$ cat src/rtl/viterbi_pkg.sv
// viterbi_pkg: shared FSM states, default frame sizes and saturating increment for viterbi_frame_ctrl
package viterbi_pkg;
  localparam logic [1:0] IDLE = 2'd0;
  localparam logic [1:0] SYNC = 2'd1;
  localparam logic [1:0] RUN  = 2'd2;
  localparam int FRAME_LEN_DEF  = 100;
  localparam int DECODE_LAT_DEF = 18;
  function automatic logic [15:0] sat_inc(input logic [15:0] v, input logic [15:0] max);
    return (v == max) ? v : v + 16'd1;
  endfunction
endpackage

$ cat src/rtl/viterbi_ref_delay.sv
// viterbi_ref_delay: DEPTH-deep shift register aligning the encoder input bit with decoder latency
module viterbi_ref_delay
  import viterbi_pkg::*;
#(
  parameter int DEPTH = DECODE_LAT_DEF
) (
  input  logic phi1,
  input  logic reset_n,
  input  logic din,
  output logic dout
);
  logic [DEPTH-1:0] sr;
  always_ff @(posedge phi1 or negedge reset_n)
    if (!reset_n) sr <= '0;
    else sr <= DEPTH'({sr, din});
  assign dout = sr[DEPTH-1];
endmodule

$ cat src/rtl/viterbi_frame_ctrl.sv
// viterbi_frame_ctrl: frame sequencer, decoded-bit checker and result handshake for chip_core.
// Define VITERBI_FAIL_CHECK_EN to count chip fail flags during self-test frames.
module viterbi_frame_ctrl
  import viterbi_pkg::*;
#(
  parameter int FRAME_LEN  = FRAME_LEN_DEF,
  parameter int DECODE_LAT = DECODE_LAT_DEF,
  parameter int ERR_W      = 8
) (
  input  logic             phi1,
  input  logic             reset_n,
  input  logic             start_s1,
  input  logic             stop_s1,
  input  logic             orig_bit_s1,
  input  logic             orig_del_bit_s1,
  input  logic             data_valid_s1,
  input  logic             decoded_bit_s1,
  input  logic             fail_s1,
  output logic             sync_s1,
  output logic             self_test_s1,
  output logic             busy_s1,
  output logic             result_valid_s1,
  input  logic             result_ready_s1,
  output logic [ERR_W-1:0] result_errs_s1,
  output logic             result_mode_s1,
  output logic [ERR_W-1:0] result_cmp_s1,
  output logic             overrun_s1,
  output logic [ERR_W-1:0] fail_count_s1
);
  localparam int CW = $clog2(FRAME_LEN + 1);
  localparam logic [15:0] MAX = 16'((1 << ERR_W) - 1);
  logic [1:0] state;
  logic [CW-1:0] cnt;
  logic sync_q, stop_lat, ref_del, ref_bit, cmp_en, last;
  logic [ERR_W-1:0] errs, cmps, errs_nx, cmps_nx;
  viterbi_ref_delay #(.DEPTH(DECODE_LAT)) u_delay (
    .phi1(phi1),
    .reset_n(reset_n),
    .din(orig_bit_s1),
    .dout(ref_del)
  );
  always_comb begin
    ref_bit = self_test_s1 ? orig_del_bit_s1 : ref_del;
    cmp_en  = data_valid_s1 && state == RUN && !sync_q;
    last    = state == RUN && cnt == CW'(FRAME_LEN);
    cmps_nx = cmp_en ? ERR_W'(sat_inc(16'(cmps), MAX)) : cmps;
    errs_nx = (cmp_en && decoded_bit_s1 != ref_bit) ? ERR_W'(sat_inc(16'(errs), MAX)) : errs;
  end
  assign sync_s1 = state == SYNC;
  assign busy_s1 = state != IDLE;
  always_ff @(posedge phi1 or negedge reset_n)
    if (!reset_n) begin
      state           <= IDLE;
      cnt             <= '0;
      sync_q          <= 1'b0;
      stop_lat        <= 1'b0;
      self_test_s1    <= 1'b0;
      errs            <= '0;
      cmps            <= '0;
      result_valid_s1 <= 1'b0;
      result_errs_s1  <= '0;
      result_cmp_s1   <= '0;
      result_mode_s1  <= 1'b0;
      overrun_s1      <= 1'b0;
    end else begin
      sync_q   <= state == SYNC;
      stop_lat <= (last && stop_lat) ? 1'b0 : stop_lat | (stop_s1 && state != IDLE);
      if (state == IDLE && start_s1) begin
        state        <= SYNC;
        self_test_s1 <= 1'b0;
      end
      if (state == SYNC) begin
        state <= RUN;
        cnt   <= CW'(1);
        errs  <= '0;
        cmps  <= '0;
      end
      if (state == RUN) begin
        cnt  <= last ? '0 : cnt + CW'(1);
        errs <= errs_nx;
        cmps <= cmps_nx;
      end
      if (last) begin
        state          <= stop_lat ? IDLE : SYNC;
        self_test_s1   <= stop_lat ? self_test_s1 : ~self_test_s1;
        result_errs_s1 <= errs_nx;
        result_cmp_s1  <= cmps_nx;
        result_mode_s1 <= self_test_s1;
      end
      // a publish in the same cycle as an accept keeps valid high
      result_valid_s1 <= last | (result_valid_s1 & ~result_ready_s1);
      if (last && result_valid_s1 && !result_ready_s1) overrun_s1 <= 1'b1;
    end
`ifdef VITERBI_FAIL_CHECK_EN
  logic [ERR_W-1:0] fails, fails_nx;
  assign fails_nx = (state == RUN && self_test_s1 && fail_s1) ? ERR_W'(sat_inc(16'(fails), MAX)) : fails;
  always_ff @(posedge phi1 or negedge reset_n)
    if (!reset_n) begin
      fails         <= '0;
      fail_count_s1 <= '0;
    end else begin
      fails <= (state == SYNC) ? '0 : fails_nx;
      if (last) fail_count_s1 <= fails_nx;
    end
`else
  logic unused_fail;
  assign unused_fail   = fail_s1;
  assign fail_count_s1 = '0;
`endif
endmodule
$ cat config.mk
export PLATFORM = sky130hd
export DESIGN_NAME = viterbi_frame_ctrl
export DESIGN_NICKNAME = d
export VERILOG_FILES = /design/src/rtl/viterbi_pkg.sv /design/src/rtl/viterbi_ref_delay.sv /design/src/rtl/viterbi_frame_ctrl.sv
export SDC_FILE = /design/constraint.sdc
export NUM_CORES = 1
export LEC_CHECK = 0
export BUFFER_PORTS_ARGS = -buffer_cell sky130_fd_sc_hd__buf_2
export CAP_MARGIN = 10
export CORE_ASPECT_RATIO = 1.4
export CORE_MARGIN = 4
export CORE_UTILIZATION = 52
export CTS_BUF_LIST = sky130_fd_sc_hd__clkbuf_16
export CTS_CLUSTER_DIAMETER = 200
export DETAILED_ROUTE_END_ITERATION = 6
export HOLD_SLACK_MARGIN = 0.12
export PLACE_DENSITY = 0.75
export SKIP_CTS_REPAIR_TIMING = 1
export SYNTH_ARGS = -nofsm -noshare
export SYNTH_HDL_FRONTEND = slang
export SYNTH_SLANG_ARGS = --single-unit
export TNS_END_PERCENT = 100
$ cat constraint.sdc
create_clock -name phi1 -period 1.9 [get_ports phi1]
set_clock_uncertainty 0.15 [all_clocks]
set_input_delay 0.38 -clock phi1 [delete_from_list [all_inputs] [get_ports phi1]]
set_output_delay 0.38 -clock phi1 [all_outputs]
set_load 0.005 [all_outputs]
## After elaboration in Yosys (flattened, before gate mapping)

Cells that the tools add are included.

- Add/sub/neg operators: 3
- Equality and inequality tests: 7
- Multiplexer cells: 19
- Bitwise gates (word level): 5
- Reduce and logical (&&, ||, !) cells: 17

Operators by type and width:

| cell | count |
|---|---|
| $mux W8 | 7 |
| $mux W7 | 3 |
| $add A8 B1 Y8 const B | 2 |
| $eq A8 B8 Y1 const B | 2 |
| $logic_and A1 B1 Y1 | 9 |
| $add A7 B1 Y7 const B | 1 |
| $eq A7 B7 Y1 const B | 1 |
| $mux W1 | 6 |
| $mux W2 | 3 |
| $reduce_bool A2 Y1 | 3 |
| $reduce_bool A3 Y1 | 1 |
| $eq A2 B1 Y1 const B | 1 |
| $eq A2 B2 Y1 const B | 1 |
| $logic_not A1 Y1 | 2 |
| $logic_not A2 Y1 | 1 |
| $ne A2 B2 Y1 const B | 1 |
| $not A1 Y1 | 2 |
| $or A1 B1 Y1 | 2 |
| $reduce_and A2 Y1 | 1 |
| $and A1 B1 Y1 | 1 |
| $ne A1 B1 Y1 | 1 |

- Flip-flop bits (word level): 65
- Bits of input ports: 10
- Output and inout port bits: 30
- Word-level logic and storage cells: 64

## Longest topological paths before layout

Gate-level depths: netlist (run 1).

- Depth after elaboration: 6
- Depth in mapped cells: 8
- Mapped depth without buffers: 6

## Modules after synthesis

From an unflattened synthesis (run 1), not the netlist that was laid out.

- Cells, all modules: 304
- Area, all modules: 3111.7 um^2

Modules (own cells, without submodules):

| module | instances | cells each | area an instance (um^2) | seq. area each (um^2) |
|---|---|---|---|---|
| viterbi_frame_ctrl | 1 | 286 | 2661.3 | 1176.1 |
| viterbi_ref_delay | 1 | 18 | 450.4 | 450.4 |

## Worst setup path after synthesis (run 1)

No wires, ideal clock.

- Path type: register to register
- From: reg state[0]
- To: reg result_errs_s1[4]
- Library setup time: 0.082 ns
- Arrival time: 1.763 ns
- Data required time: 1.668 ns
- Setup slack: -0.095 ns
- Cell stages (with the launch flop): 8
- Buffers on the path: 1
- Period minus slack after synthesis: 1.995 ns
- Path through: dfrtp_1 > inv_1 > ha_1 > and4bb_2 > mux2i_1 > buf_6 > or4_1 > a31oi_1

- Word-level cells in the longest chain between the ends: 5
- Elaborated cells between the ends (all ways): 6
- Those cells by class: 1 x eq/ne; 1 x mux; 4 x reduce/logical

RTL lines:

| what | line | source |
|---|---|---|
| from (decl) | viterbi_frame_ctrl.sv:32 | `logic [1:0] state;` |
| from (signal assigned) | viterbi_frame_ctrl.sv:84 | `state <= stop_lat ? IDLE : SYNC;` |
| $eq A2 B2 Y1 (*) | viterbi_frame_ctrl.sv:44, viterbi_frame_ctrl.sv:45 |  |
| $logic_and A1 B1 Y1 (2 in a row) | viterbi_frame_ctrl.sv:44 | `cmp_en = data_valid_s1 && state == RUN && !sync_q;` |
| $logic_and A1 B1 Y1 | viterbi_frame_ctrl.sv:47 | `errs_nx = (cmp_en && decoded_bit_s1 != ref_bit) ? ERR_W'(sat_inc(16'(errs), MAX)) : errs;` |
| $mux W8 | viterbi_frame_ctrl.sv:47 |  |
| to (signal assigned) | viterbi_frame_ctrl.sv:86 | `result_errs_s1 <= errs_nx;` |
| to (decl) | viterbi_frame_ctrl.sv:24 | `output logic [ERR_W-1:0] result_errs_s1,` |

Every way passes the cells marked *; elsewhere a longest branch is shown, timed or not.
A chain may end at the register's enable or synchronous reset.

## Worst setup path in the final report (run 1)

Same ends and word-level chain as after synthesis.

==> impl_metrics.py, run 1 <==
metrics = {
    "die": {
        "die_area_sq_um": 7378,
        "die_w_microns": 73.75,
        "pin_count": 40,
        "initial_utilization": 0.5367,
        "die_y_microns": 100.0,
        "coreArea_sq_um": 5863,
        "rows": 33,
    },
    "global_routing": {
        "grt_pass1_wl_microns": 12490,
        "grtUsageTotal": 0.2205,
        "grt_max_degree": 32,
        "grt-ovfl-total": 0,
        "grt_pass1_vias": 2738,
        "antenna_found_initial": 0,
    },
    "clock_network": {
        "clk_pin_slew_ns": 0.06,
        "cts_tree": "done",
        "cts_buffers": 9,
        "htreeDepth": 3,
        "root_buffer": "clkbuf_16",
        "cts.sinks": 65,
        "clk-insertion-delay-late_ns": 0.33,
        "cts_buffer_depth": 2,
    },
    "synth": {
        "synth_mux_area_frac": 0.03221,
        "synthArstFlopShare": 1.000,
        "synth_area_per_cell_sq_um": 9.990,
        "netlist_area_sq_um": 3147,
        "synth_edf_count": 0,
        "synth-xor-area-share": 0.005567,
        "syn_inst": 315,
        "synthSimpleGateAreaFrac": 0.1893,
        "yosys_most_used_dff": "dfrtp_1",
        "synth.distinct_cells": 49,
        "synth_compound_area_frac": 0.1622,
        "synth_seq_cells": 65,
        "synth_top_family_by_area": "simple AND/OR/NAND/NOR gates",
        "yosysWarnings": 0,
        "yosysSeqAreaShare": 0.5169,
        "synthAdderAreaFrac": 0.02783,
    },
    "power_and_ir_drop": {
        "p_switching_mw": 1.068,
        "internal-power_mw": 2.782,
        "cellLeakagePower_nw": 1.970,
        "power.share.clock": 0.415,
        "total_power_mw": 3.850,
        "combPwrFrac": 0.161,
        "p_per_area_nw_per_um2": 882.5,
        "p_sw_frac": 0.2773,
        "ir_drop_v": 0.0005326,
        "power_frac_seq": 0.424,
    },
    "placement": {
        "dp_hpwl_microns": 5035,
        "dp.cells": 438,
        "place_area_sq_um": 3613,
        "globalplace.congestion": 0.8318,
        "port_buffers": 30,
        "dpl_worst_slack_ns": -0.1668,
    },
    "sta": {
        "hold_ws_ns": 0.1609,
        "rsz0062_at_grt": "yes",
        "fmax_mhz": 497.1,
        "hold_violations": 0,
        "period_needed_ns": 2.012,
        "period_share": 1.059,
        "finalSetupViolCount": 9,
        "finalMaxSlewViolations": 0,
        "fin_setup_tns_ns": -0.3476,
        "setup_slack_ns": -0.1118,
    },
    "detailed_routing": {
        "post_drt_wl_per_cell_microns": 17.66,
        "drtIter0Drc": 196,
        "dr.pass1.iters": 5,
        "vias": 2766,
        "vias_per_cell": 5.873,
        "ant_nets": 0,
        "drt_wl_total_microns": 8317,
        "drc": 0,
    },
    "layout": {
        "drive_above_1_share": 0.3691,
        "stdcell_count": 471,
        "stdcell_area_sq_um": 4363,
        "final_cell_mix": "64 x dfrtp_1, 44 x buf_4, 30 x buf_2",
        "area_growth_pct": 38.65,
        "layout_commonest_cell": "dfrtp_1",
        "utilization": 0.7441,
        "antenna_cells": 0,
        "nets": 413,
    },
    "setup_path": {
        "cp.required_ns": 1.95,
        "reg2reg_from": "state[0]",
        "cp.arrival_ns": 2.06,
        "crit_start": "state[0]",
        "reg2reg_depth": 7,
        "rrSetupSlack_ns": -0.11,
        "critPathKind": "reg2reg",
        "path_max_fanout": 8,
        "rr_endpoint": "result_errs_s1[4]",
        "end_kind": "flip-flop",
        "startpoint_type": "flip-flop",
    },
    "hold_path": {
        "hold-path-endpoint": "stop_lat",
        "min_path_type": "in2reg",
        "hold_path_depth": 3,
        "min_from": "stop_s1",
    },
    "outcome": {
        "status": "finished, violations left",
        "violations": "negative setup slack",
    },
    "run": {
        "drv_cap": 0,
    },
}
==> cells in the mapped netlist (all sizes together), types with 2 or more instances <==
| library cell | n | share of area |
|---|---|---|
| a21oi | 16 | 0.025 |
| a31o | 3 | 0.0084 |
| a31oi | 10 | 0.020 |
| and2 | 3 | 0.0060 |
| and3 | 9 | 0.018 |
| and4 | 3 | 0.0084 |
| and4b | 2 | 0.0064 |
| buf | 14 | 0.030 |
| clkbuf | 12 | 0.014 |
| dfrtp | 65 | 0.52 |
| ha | 7 | 0.028 |
| inv | 17 | 0.020 |
| mux2i | 9 | 0.029 |
| nand2 | 30 | 0.036 |
| nand2b | 4 | 0.0080 |
| nand3 | 15 | 0.024 |
| nand4 | 8 | 0.016 |
| nor2 | 15 | 0.018 |
| nor3 | 2 | 0.0048 |
| o211ai | 2 | 0.0048 |
| o21a | 2 | 0.0048 |
| o21ai | 16 | 0.025 |
| o221ai | 5 | 0.014 |
| o2bb2ai | 3 | 0.0084 |
| o311ai | 4 | 0.011 |
| o31ai | 11 | 0.026 |
| or3 | 7 | 0.014 |
| or4 | 5 | 0.012 |
==> power groups by stage <==
| stage | registers, mW | clock network [mW] | logic (mW) |
|---|---|---|---|
| floorplan | 1.61 | 0 | 0.349 |
| global placement | 1.63 | 0 | 0.517 |
| detailed placement | 1.63 | 0 | 0.536 |
| CTS | 1.61 | 1.61 | 0.543 |
| global route | 1.65 | 1.69 | 0.685 |
| finish | 1.63 | 1.60 | 0.620 |
==> critical path, cell delays in order, from the launching register on <==
cell and delay (ns):
dfrtp_1 0.39, inv_2 0.09, ha_4 0.14, and4bb_2 0.27
mux2i_4 0.10, clkbuf_16 0.18, o31ai_1 0.44, a31oi_4 0.13
==> worst max-delay path by stage <==
stage	to	slack, ns
after floorplan	result_errs_s1[4]	-0.04
after global placement	errs[5]	-0.09
after detailed placement	errs[5]	-0.17
after CTS	errs[5]	-0.20
after global routing	result_errs_s1[4]	-0.14
final	result_errs_s1[4]	-0.11
==> metal layers <==
layer | track usage | share of wire | vias up
met5 | 0 | 0 | -
met4 | 0.1437 | 0.047 | 0
met3 | 0.03006 | 0.035 | 29
met2 | 0.3702 | 0.53 | 77
met1 | 0.2570 | 0.39 | 1361
li1 | - | - | 1299
==> flip-flops by register name, summed over array words and instances, names as in the netlist, 2 cells and up <==
name,count
u_delay.sr,18
errs,8
cmps,8
result_cmp_s1,8
state,2
result_errs_s1,8
cnt,7
==> cell type report <==
cell class	instances	area, sq um
inverter	17	63.81
fill	412	1500
tap	70	87.58
timing repair buffer	89	713.2
multi-input combinational	214	1582
clock buffer	9	225.2
clock inverter	7	63.81
sequential	65	1628
==> cells by family after synthesis <==
logic type               after synthesis
buffers and inverters                 43
flip-flops                            65
multiplexers                          10
other                                  1
adder cells (fa/ha/maj)                7
XOR/XNOR                               2
AO/OA/AOI/OAI                         77
AND/OR/NAND/NOR                      110
Power figures use the tool's default switching activity.
==> inputs of run 2 (changes only) <==
- ABC_AREA: unset -> 1
==> run 2 against run 1 <==
  * The run now ends clean
  * Largest power group is now the clock network
  * Cell count increased by 4.9%
  * Sequential power decreased by 4%
  * Critical path depth unchanged
  * Highest routed layer unchanged
  * First-iteration DRC count decreased by 35%
  * Worst setup slack improved by 0.25 ns
  * Utilization decreased by 11 points
==> impl_metrics.py, run 2 <==
metrics = {
    "detailed_routing": {
        "vias_per_cell": 5.020,
        "post_drt_wl_per_cell_microns": 12.63,
        "dr.pass1.iters": 4,
        "vias": 2480,
        "ant_nets": 0,
        "drtIter0Drc": 127,
        "drt_wl_total_microns": 6239,
        "drc": 0,
    },
    "sta": {
        "hold_violations": 0,
        "rsz0062_at_grt": "no",
        "finalSetupViolCount": 0,
        "worst_pin_slew_ns": 0.5122,
        "fin_setup_tns_ns": 0,
        "finalMaxSlewViolations": 0,
        "fmax_mhz": 568.7,
        "period_needed_ns": 1.759,
        "maxSlewHeadroom": 0.6585,
        "period_share": 0.9255,
    },
    "hold_path": {
        "min_path_type": "in2reg",
    },
    "outcome": {
        "status": "completed",
    },
    "layout": {
        "layout_commonest_cell": "nand2_1",
        "nets": 436,
        "antenna_cells": 0,
        "final_cell_mix": "144 x nand2_1, 64 x dfrtp_1, 35 x nand3_1",
        "largest_register": "u_delay.sr",
        "fillers": 482,
        "area_growth_pct": 19.68,
        "multi_input_area_sq_um": 1259,
        "drive_above_1_share": 0.1840,
        "regArea_sq_um": 1628,
        "largest_reg_flops": 18,
        "stdcell_area_sq_um": 3699,
    },
    "power_and_ir_drop": {
        "internal-power_mw": 2.760,
        "p_sw_frac": 0.2545,
        "p_switching_mw": 0.9422,
        "ir_drop_v": 0.0006390,
        "p_per_area_nw_per_um2": 1001,
        "combPwrFrac": 0.107,
        "power_frac_seq": 0.421,
        "power.share.clock": 0.471,
        "cellLeakagePower_nw": 1.988,
    },
    "setup_path": {
        "startpoint_type": "flip-flop",
        "critPathKind": "reg2reg",
        "end_kind": "flip-flop",
        "rr_endpoint": "cnt[6]",
        "crit_start": "state[1]",
        "reg2reg_depth": 7,
        "slowest_delay_ns": 0.42,
        "reg2reg_from": "state[1]",
        "path_common_cell": "inv_1",
        "cp.arrival_ns": 1.88,
        "cp.required_ns": 2.02,
        "cp_slowest_cell": "ha_2",
        "crit_chain": "inv_1 > ha_2 > inv_1 > nor3_1 > a31o_2 > nand2_1 > inv_1",
        "path_max_fanout": 8,
        "rrSetupSlack_ns": 0.14,
        "setup.worst_path.end": "cnt[6]",
    },
    "global_routing": {
        "antenna_found_initial": 0,
        "grtUsageTotal": 0.1987,
        "grt_pass1_wl_microns": 11060,
        "grt_max_degree": 40,
        "grt_pass1_vias": 2428,
        "grt-ovfl-total": 0,
    },
    "clock_network": {
        "cts_tree": "done",
        "cts_buffer_depth": 2,
        "cts_buffers": 9,
        "clk-insertion-delay-late_ns": 0.33,
        "clk_pin_slew_ns": 0.05,
        "root_buffer": "clkbuf_16",
        "cts.sinks": 65,
        "htreeDepth": 3,
    },
    "synth": {
        "synth_edf_count": 0,
        "synthArstFlopShare": 1.000,
        "ys_top_cells_by_count": "144 x nand2_1, 65 x dfrtp_1, 35 x nand3_1, 34 x inv_1, 14 x o21ai_0",
        "yosys_most_used_dff": "dfrtp_1",
        "yosysMostFrequentCell": "nand2_1",
        "synth.distinct_cells": 30,
        "synth_area_per_cell_sq_um": 8.285,
        "synth_seq_cells": 65,
        "synth_area_leaders": "dfrtp_1 53%, nand2_1 17%, nand3_1 5.7%, inv_1 4.1%, ha_1 2.8%",
        "yosysWarnings": 0,
        "synth_top_cell_area_share": 0.5263,
        "yosysSeqAreaShare": 0.5263,
        "yosysTopAreaCell": "dfrtp_1",
        "syn_inst": 373,
        "netlist_area_sq_um": 3090,
    },
    "die": {
        "die_area_sq_um": 7258,
        "die_w_microns": 73.16,
        "pin_count": 40,
        "coreArea_sq_um": 5822,
        "die_y_microns": 99.22,
        "rows": 33,
        "initial_utilization": 0.5308,
    },
    "placement": {
        "port_buffers": 30,
        "place_area_sq_um": 3323,
        "globalplace.congestion": 0.8447,
        "dp_hpwl_microns": 4359,
    },
    "run": {
        "drv_cap": 0,
    },
}
[run 2: power by group through the flow]
stage	combinational, mW	sequential [mW]	clock [mW]
detailed placement	0.385	1.58	0
global placement	0.369	1.58	0
CTS	0.392	1.56	1.78
global route	0.467	1.58	1.85
floorplan	0.300	1.56	0
finish	0.397	1.56	1.75
[run 2: critical path: cells and delay by family, from the launching register on]
kind                       cells  cell delay, ns
adders and majority gates      1            0.42
and+or+nand+nor                2            0.32
DFF                            1            0.38
buffers and inverters          3            0.22
AOI/OAI and AO/OA              1            0.20
[run 2: worst min path at each step]
| stage | slack [ns] | endpoint | start | depth (start not counted) |
|---|---|---|---|---|
| final | 0.16 | result_valid_s1 | result_ready_s1 | 4 |
| after global routing | 0.17 | result_valid_s1 | result_ready_s1 | 4 |
| after CTS | -0.1 | u_delay.sr[12] | reset_n | 2 |
| after detailed placement | 0.19 | u_delay.sr[4] | u_delay.sr[3] | 0 |
| after global placement | 0.18 | u_delay.sr[12] | u_delay.sr[11] | 0 |
| after floorplan | -0.07 | cmps[0] | reset_n | 0 |
[run 2: per-layer routing]
metal / up-vias / share of wire / GRT usage
li1: 1257 / - / -
met1: 1169 / 0.44 / 0.2492
met2: 43 / 0.51 / 0.3239
met3: 11 / 0.038 / 0.04044
met4: 0 / 0.019 / 0.09375
met5: - / 0 / 0
[run 2: stage by stage]
stage	hold WS [ns]	instances	utilization	power [mW]	setup WS [ns]
5_1_grt	0.1744	494	0.6353	3.894	0.01847
3_3_place_gp	0.1826	475	0.5708	1.945	0.05594
6_report	0.1582	494	0.6353	3.702	0.1415
2_1_floorplan	-0.06559	380	-	1.857	0.2434
4_1_cts	-0.09577	491	0.6256	3.732	0.0001550
3_5_place_dp	0.1878	475	0.5708	1.965	0.01080
[run 2: area by class of cell]
cell class	count	area share
clock buffers	9	0.06089
clock inverters	7	0.02537
inverters	35	0.03620
multi-input cells	263	0.3403
flip-flops and latches	65	0.4401
well taps	70	0.02368
repair buffers	45	0.07341
[run 2: logic make-up after synthesis]
group / count (synthesis) / share of synthesized area
compound gates: 31 / 0.05466
xor+xnor: 3 / 0.008504
fa+ha+maj: 7 / 0.02834
buf+inv: 52 / 0.08219
flops: 65 / 0.5263
other cells: 1 / 0.001213
simple gates: 214 / 0.2988
==> inputs of run 3 (changes only) <==
- RECOVER_POWER: unset -> 25
==> run 3 against run 2 <==
  * Wire length about the same
  * Combinational power about the same
  * Power about the same
  * Critical path type unchanged
==> impl_metrics.py, run 3 (synthesis gave the netlist of run 2 again) <==
metrics = {
    "clock_network": {
        "cts_buffers": 9,
        "root_buffer": "clkbuf_16",
        "clk_pin_slew_ns": 0.05,
        "htreeDepth": 3,
        "cts_tree": "done",
        "cts.sinks": 65,
        "cts_buffer_depth": 2,
        "clk-insertion-delay-late_ns": 0.33,
    },
    "detailed_routing": {
        "drc": 0,
        "dr.pass1.iters": 4,
        "drt_wl_total_microns": 6238,
        "post_drt_wl_per_cell_microns": 12.63,
        "vias": 2479,
        "drtIter0Drc": 128,
        "vias_per_cell": 5.018,
        "ant_nets": 0,
    },
    "sta": {
        "worst_pin_slew_ns": 0.6013,
        "hold_violations": 0,
        "rsz0062_at_grt": "no",
        "maxSlewHeadroom": 0.5991,
        "fin_setup_tns_ns": 0,
        "period_share": 0.9255,
        "finalMaxSlewViolations": 0,
        "finalSetupViolCount": 0,
        "period_needed_ns": 1.759,
        "fmax_mhz": 568.7,
    },
    "die": {
        "coreArea_sq_um": 5822,
        "rows": 33,
        "initial_utilization": 0.5308,
        "pin_count": 40,
        "die_y_microns": 99.22,
        "die_area_sq_um": 7258,
        "die_w_microns": 73.16,
    },
    "power_and_ir_drop": {
        "internal-power_mw": 2.759,
        "power_frac_seq": 0.422,
        "total_power_mw": 3.701,
        "ir_drop_v": 0.0006390,
        "p_per_area_nw_per_um2": 1002,
        "p_switching_mw": 0.9422,
        "cellLeakagePower_nw": 1.985,
        "p_sw_frac": 0.2546,
        "power.share.clock": 0.472,
        "combPwrFrac": 0.107,
    },
    "layout": {
        "largest_register": "u_delay.sr",
        "antenna_cells": 0,
        "drive_above_1_share": 0.1816,
        "final_cell_mix": "144 x nand2_1, 64 x dfrtp_1, 35 x nand3_1",
        "layout_commonest_cell": "nand2_1",
        "fillers": 484,
        "largest_reg_flops": 18,
        "stdcell_area_sq_um": 3695,
        "area_growth_pct": 19.55,
        "nets": 436,
    },
    "global_routing": {
        "grt-ovfl-total": 0,
        "grt_pass1_wl_microns": 11060,
        "grt_max_degree": 40,
        "grt_pass1_vias": 2428,
        "grtUsageTotal": 0.1987,
        "antenna_found_initial": 0,
    },
    "placement": {
        "globalplace.congestion": 0.8447,
        "port_buffers": 30,
        "place_area_sq_um": 3323,
        "dp_hpwl_microns": 4359,
    },
    "setup_path": {
        "startpoint_type": "flip-flop",
        "cp.required_ns": 2.02,
        "critPathKind": "reg2reg",
        "cp.arrival_ns": 1.88,
        "path_max_fanout": 8,
        "end_kind": "flip-flop",
    },
    "outcome": {
        "status": "completed",
    },
    "run": {
        "drv_cap": 0,
    },
    "hold_path": {
        "min_path_type": "in2reg",
    },
}
run 3: cell count changes in the layout (fill, tap and decap cells not counted):
cell and change:
clkbuf_1 +1, buf_2 -1, clkbuf_2 +1, buf_4 -1
run 3: path summary, 6_finish.rpt:
check                                 from               to  slack (ns)  depth (start not counted)
max in group asynchronous          reset_n         state[1]        0.64                          3
min reg2reg                 u_delay.sr[15]   u_delay.sr[16]        0.20                          0
max reg2reg                       state[1]           cnt[6]        0.14                          7
max                               state[1]           cnt[6]        0.14                          7
min                        result_ready_s1  result_valid_s1        0.16                          4
min in group asynchronous          reset_n          errs[2]        0.52                          3
run 3: final cells by class:
| cell class | instances | area, sq um | share of cell area |
|---|---|---|---|
| Timing Repair Buffer | 45 | 267.8 | 0.07247 |
| Tap cell | 70 | 87.58 | 0.02370 |
| Multi-Input combinational cell | 263 | 1259 | 0.3407 |
| Sequential cell | 65 | 1628 | 0.4406 |
| Inverter | 35 | 133.9 | 0.03623 |
| Clock inverter | 7 | 93.84 | 0.02540 |
| Clock buffer | 9 | 225.2 | 0.06096 |
run 3: worst max-delay path: stages (launching register included):
cell	delay, ns
dfrtp_1	0.38
inv_1	0.09
ha_2	0.42
inv_1	0.09
nor3_1	0.28
a31o_2	0.20
nand2_1	0.04
inv_1	0.04
run 3: power by group through the flow:
stage | clock network [mW] | registers [mW] | logic, mW
after floorplan | 0 | 1.56 | 0.300
after CTS | 1.78 | 1.56 | 0.392
after global routing | 1.85 | 1.58 | 0.466
after global placement | 0 | 1.58 | 0.369
final | 1.75 | 1.56 | 0.396
after detailed placement | 0 | 1.58 | 0.385
run 3: per-layer routing:
layer,track usage,vias to the layer above,share of wire
met3,0.04044,11,0.038
met1,0.2492,1168,0.44
met2,0.3239,43,0.51
met4,0.09375,0,0.019
met5,0,-,0
li1,-,1257,-
run 3: metrics by stage:
step           hold WS, ns  instances    util  setup slack (ns)
4_1_cts           -0.09577        491  0.6256         0.0001550
5_1_grt             0.1744        494  0.6346           0.01847
2_1_floorplan     -0.06559        380       -            0.2434
6_report            0.1583        494  0.6346            0.1415
3_5_place_dp        0.1878        475  0.5708           0.01080
3_3_place_gp        0.1826        475  0.5708           0.05594
